<file path="config.mk">
export PLATFORM = sky130hd
export DESIGN_NAME = sdram_port_arbiter
export DESIGN_NICKNAME = d
export VERILOG_FILES = /design/src/rtl/sdram_arb_pkg.sv /design/src/rtl/sdram_arb_pick.sv /design/src/rtl/sdram_port_arbiter.sv
export SDC_FILE = /design/constraint.sdc
export NUM_CORES = 1
export LEC_CHECK = 0
export BUFFER_PORTS_ARGS = -buffer_cell sky130_fd_sc_hd__buf_2
export CAP_MARGIN = 25
export CORE_ASPECT_RATIO = 1.1
export CORE_MARGIN = 2
export CORE_UTILIZATION = 49
export CTS_CLUSTER_DIAMETER = 80
export DETAILED_ROUTE_END_ITERATION = 16
export PLACE_DENSITY = 0.95
export SYNTH_ARGS = -nofsm -noshare
export SYNTH_HDL_FRONTEND = slang
export SYNTH_HIERARCHICAL = 1
export SYNTH_SLANG_ARGS = --single-unit
</file>
<file path="constraint.sdc">
create_clock -name clk -period 3.6 [get_ports clk]
set_clock_uncertainty 0.2 [all_clocks]
set_input_delay 0.36 -clock clk [delete_from_list [all_inputs] [get_ports clk]]
set_output_delay 0.36 -clock clk [all_outputs]
set_load 0.03 [all_outputs]
</file>
<file path="src/rtl/sdram_arb_pkg.sv">
// sdram_arb_pkg: shared types and constants for the SDRAM port arbiter.
package sdram_arb_pkg;
   localparam int NREQ    = 3;
   localparam int REQ_C64 = 0;
   localparam int REQ_DL  = 1;
   localparam int REQ_DMA = 2;
   typedef enum logic [1:0] {IDLE, ISSUE, WAIT, DONE} state_t;
endpackage

</file>
<file path="src/rtl/sdram_arb_pick.sv">
// sdram_arb_pick: combinational winner select, C64 first unless its streak is full, else round-robin DL/DMA.
module sdram_arb_pick
   import sdram_arb_pkg::*;
(
   input  logic [NREQ-1:0] i_req,
   input  logic            i_streak_full,
   input  logic            i_rr_last,
   output logic [NREQ-1:0] o_grant,
   output logic            o_any
);
   logic w_c64, w_dl;
   // i_rr_last high means DMA was served last, so DL wins a tie
   assign w_c64   = i_req[REQ_C64] & ~(i_streak_full & (i_req[REQ_DL] | i_req[REQ_DMA]));
   assign w_dl    = i_req[REQ_DL] & (~i_req[REQ_DMA] | i_rr_last);
   assign o_grant = w_c64 ? 3'b001 : w_dl ? 3'b010 : i_req[REQ_DMA] ? 3'b100 : 3'b000;
   assign o_any   = |i_req;
endmodule

</file>
<file path="src/rtl/sdram_port_arbiter.sv">
// sdram_port_arbiter: serialises three requesters onto one SDRAM controller req/ack/done port.
module sdram_port_arbiter
   import sdram_arb_pkg::*;
#(
   parameter int ADDR_W     = 25,
   parameter int DATA_W     = 8,
   parameter int C64_STREAK = 4,
   parameter int TIMEOUT    = 255
) (
   input  logic                     clk,
   input  logic                     reset,
   input  logic [NREQ-1:0]          req,
   input  logic [NREQ-1:0]          req_we,
   input  logic [NREQ*ADDR_W-1:0]   req_addr,
   input  logic [NREQ*DATA_W-1:0]   req_wdata,
   output logic [NREQ-1:0]          done,
   output logic [DATA_W-1:0]        rdata,
   output logic                     err,
   output logic                     mem_req,
   output logic                     mem_we,
   output logic [ADDR_W-1:0]        mem_addr,
   output logic [DATA_W-1:0]        mem_wdata,
   input  logic                     mem_ack,
   input  logic                     mem_done,
   input  logic [DATA_W-1:0]        mem_rdata,
   output logic                     busy
);
   localparam int SW = $clog2(C64_STREAK + 1);
   state_t          r_state, w_next;
   logic [NREQ-1:0] r_owner, w_grant;
   logic [SW-1:0]   r_streak;
   logic [7:0]      r_wd;
   logic [1:0]      w_idx;
   logic            r_rr_last, w_any, w_others, w_streak_full;
   logic            w_mem_req, w_busy, w_fin;

   assign w_others      = req[REQ_DL] | req[REQ_DMA];
   assign w_streak_full = r_streak == SW'(C64_STREAK);
   assign w_idx         = w_grant[REQ_DMA] ? 2'd2 : {1'b0, w_grant[REQ_DL]};

   sdram_arb_pick u_pick (
      .i_req         (req),
      .i_streak_full (w_streak_full),
      .i_rr_last     (r_rr_last),
      .o_grant       (w_grant),
      .o_any         (w_any)
   );

   always_ff @(posedge clk)
      if (reset) r_state <= IDLE;
      else r_state <= w_next;

   always_comb begin
      w_next = r_state;
      case (r_state)
         IDLE:    w_next = w_any ? ISSUE : IDLE;
         ISSUE:   w_next = mem_ack ? WAIT : ISSUE;
         WAIT:    w_next = (mem_done || r_wd == 8'(TIMEOUT)) ? DONE : WAIT;
         DONE:    w_next = IDLE;
         default: w_next = IDLE;
      endcase
   end

   // outputs are decoded from the next state so they land registered with it
   always_comb begin
      w_mem_req = w_next == ISSUE;
      w_busy    = w_next != IDLE;
      w_fin     = r_state == WAIT && w_next == DONE;
   end

   always_ff @(posedge clk)
      if (reset) begin
         mem_req   <= 1'b0;
         busy      <= 1'b0;
         done      <= '0;
         err       <= 1'b0;
         rdata     <= '0;
         mem_we    <= 1'b0;
         mem_addr  <= '0;
         mem_wdata <= '0;
         r_owner   <= '0;
         r_streak  <= '0;
         r_rr_last <= 1'b1;
         r_wd      <= 8'd0;
      end else begin
         mem_req <= w_mem_req;
         busy    <= w_busy;
         done    <= w_fin ? r_owner : '0;
         err     <= w_fin & ~mem_done;
         r_wd    <= r_state == WAIT ? r_wd + 8'd1 : 8'd0;
         if (w_fin) rdata <= mem_done ? mem_rdata : '0;
         if (r_state == IDLE && w_any) begin
            r_owner   <= w_grant;
            mem_we    <= req_we[w_idx];
            mem_addr  <= req_addr[w_idx*ADDR_W +: ADDR_W];
            mem_wdata <= req_wdata[w_idx*DATA_W +: DATA_W];
            r_streak  <= (!w_grant[REQ_C64] || !w_others) ? '0 : w_streak_full ? r_streak : r_streak + 1'b1;
            if (!w_grant[REQ_C64]) r_rr_last <= w_grant[REQ_DMA];
         end
      end
endmodule

</file>
==> out/metrics.cfg <==
[worst_setup_path]
r2r_end = mem_addr[23]$_SDFFE_PP0P_
worst_setup_path_end_kind = flip-flop
r2r.worst_path.cells = 10
rrSetupSlack_ns = 1.02
critPathKind = flip-flop to flip-flop
critical_path_arrival_ns = 2.61
crit_required_ns = 3.63
startpoint_type = flip-flop
crit_path_max_fanout = 19
r2r_start = r_streak[0]$_SDFFE_PP0P_

[sta]
rsz0062_at_grt = no
max_freq_mhz = 387
worstMarginPinSlew_ns = 1.06
max-slew-margin-rel = 0.296
period_share = 0.718
hold_viol = 0
period_needed_ns = 2.58
finalSetupViolations = 0
drv_slew = 0
setup_tns_ns = 0

[drt]
antenna_left = 0
vias = 3187
drtPass1Iterations = 4
avgRoutedWirePerCell_um = 14.6
drtIter0Drc = 86
viasPerCell = 5.48
drc = 0
wl_um = 8510

[pwr]
power_frac_comb = 0.241
power.density_mw_per_mm2 = 453
pwr-share-seq = 0.439
p_sw_w = 0.000602
swShare = 0.320
power_w = 0.00188
internal_power_w = 0.00128
ir_drop_mv = 0.278
pwr-share-clk = 0.321
power.leakage_nw = 1.95

[clock_tree]
hold_buffers = 0
cts_made_buffers = 9
clk_pin_slew_worst_paths_ns = 0.08
cts-resized-gates = 0
tritoncts = built
clock-sinks = 65
cts_root_buf = clkbuf_8
cts_setup_buffers = 0
htree_levels = 3
cts_buffer_depth = 2
clk_latency_ns = 0.33

[yosys]
ys_seq_elements = 65
netlist_area_mm2 = 0.00316
yosysTopAreaCellShare = 0.412
synth_nets = 468
ys.flop_type = dfxtp_1
yosys_warnings = 6
yosys.area.top_type = dfxtp_1
syn_area_per_cell_um2 = 9.07
yosys-top-cells-area = dfxtp_1 (41%), mux2i_1 (11%), a22o_1 (9.4%)
ys_seq_area_frac = 0.412
syn_inst = 348
synth-edff-count = 0
synth_cell_type_count = 39
yosys-top-cells-count = dfxtp_1 (65), nand2_1 (46), o21ai_0 (39)
synthArstFlopShare = 0
yosysMostFrequentCell = dfxtp_1

[global_routing]
antenna_found_initial = 0
grt_pass1_vias = 2930
grt_max_degree = 71
grtUsageTotal = 0.241
overflow = 0
grt_first_pass_wirelength_um = 13200

[cells_and_area]
num-fill-cells = 495
syn2layout_area_growth_pct = 31.7
final_cell_area_mm2 = 0.00416
drive_gt1_frac = 0.375
final_core_util = 0.671
antennaDiodeCount = 0
fin_nets = 617

[min_path]
whs_path_depth = 3
hold_path.class = input pin to flip-flop
worstHoldEndpoint = r_state[1]$_SDFF_PP0_
hp-start = mem_ack

[place]
gp_congestion = 0.866
hpwl_um = 6200
place_area_mm2 = 0.00396
io_buffer_count = 164

[floorplanning]
ios = 165
die_w_um = 80.5
die_h_um = 88.2
rows = 30
initial_core_util = 0.510
die_area_mm2 = 0.00710
coreArea_mm2 = 0.00619

[status]
outcome = finished clean

[run]
maxCapViolations = 0

-- power by group through the flow --
stage               combinational, W  sequential [W]  clock (W)
CTS                         0.000455        0.000825   0.000620
global placement            0.000443        0.000839          0
detailed placement          0.000452        0.000842          0
finish                      0.000453        0.000826   0.000604
global route                0.000488        0.000835   0.000651
floorplan                   0.000196        0.000942          0
-- state kept, by name, summed over array words and instances, names as in the netlist --
register and count:
mem_wdata 8, rdata 8, err 1, busy 1
mem_we 1, r_streak 3, r_wd 8, done 3
r_state 2, r_rr_last 1, r_owner 3, mem_addr 25
mem_req 1
-- cell families (layout without fill, tap and decap cells) --
| logic type | count (synthesis) | count (layout) | share of synthesized area |
|---|---|---|---|
| AOI/OAI and AO/OA | 111 | 111 | 0.228 |
| and+or+nand+nor | 100 | 100 | 0.180 |
| DFF | 65 | 65 | 0.412 |
| muxes | 34 | 34 | 0.108 |
| buffers and inverters | 33 | 187 | 0.0547 |
| adders and majority gates | 3 | 3 | 0.0119 |
| xor gates and xnor gates | 2 | 2 | 0.00555 |
-- worst max-delay path by stage --
| stage | from | endpoint | slack, ns | cells after the start |
|---|---|---|---|---|
| 2_1_floorplan | r_streak[0]$_SDFFE_PP0P_ | r_rr_last$_SDFFE_PP1P_ | 1.51 | 9 |
| 3_3_place_gp | r_streak[0]$_SDFFE_PP0P_ | mem_addr[10]$_SDFFE_PP0P_ | 1.15 | 8 |
| 3_5_place_dp | r_streak[0]$_SDFFE_PP0P_ | mem_addr[23]$_SDFFE_PP0P_ | 1.05 | 10 |
| 4_1_cts | r_streak[0]$_SDFFE_PP0P_ | mem_addr[23]$_SDFFE_PP0P_ | 1.04 | 10 |
| 5_1_grt | r_streak[0]$_SDFFE_PP0P_ | mem_addr[23]$_SDFFE_PP0P_ | 0.76 | 10 |
| 6_report | r_streak[0]$_SDFFE_PP0P_ | mem_addr[23]$_SDFFE_PP0P_ | 1.02 | 10 |
-- per-stage QoR --
step                hold slack, ns  instances  setup WS (ns)
finish                       0.144        582           1.02
global route                 0.131        582          0.761
CTS                          0.132        582           1.04
detailed placement           0.251        566           1.05
global placement             0.245        566           1.15
floorplan                    0.230        348           1.51
-- area by class of cell --
cell class,count,area [um2],share of cell area
Tap cell,80,100,0.0241
Clock buffer,9,124,0.0298
Sequential cell,65,1300,0.313
Inverter,4,15.0,0.00361
Clock inverter,7,70.1,0.0169
Timing Repair Buffer,167,856,0.206
Multi-Input combinational cell,250,1690,0.407
-- critical path, stage by stage (launching register included) --
cell	delay, ns
dfxtp_1	0.33
inv_1	0.08
ha_1	0.18
nand2_1	0.09
inv_1	0.07
nand2b_1	0.11
and3_2	0.59
buf_12	0.25
mux2i_1	0.21
o21ai_0	0.10
a22o_1	0.27
-- cells in the final DEF (no fill, tap or decap), drive strengths merged, types with 2 or more instances in the layout --
master | netlist | final
clkinv | 0 | 4
nor3 | 2 | 2
ha | 3 | 3
nand2 | 46 | 46
and3 | 6 | 6
a21o | 2 | 2
a211oi | 3 | 3
or3b | 9 | 9
nor3b | 2 | 2
nand3 | 3 | 3
and4b | 8 | 8
nand2b | 5 | 5
a21oi | 19 | 19
mux2i | 34 | 34
inv | 4 | 5
clkbuf | 13 | 9
dfxtp | 65 | 65
nand4 | 3 | 3
buf | 16 | 167
nor2 | 6 | 6
or3 | 4 | 4
o22ai | 8 | 8
and2 | 3 | 3
a22o | 34 | 34
o21ai | 42 | 42
-- layer usage --
metal  up-vias  routed length (um)  track usage
met1      1439                3390        0.280
li1       1578                   -            -
met4         0                 229        0.119
met5         -                   0            0
met2       145                4210        0.424
met3        25                 678       0.0464
(Power assumes the default switching activity.)
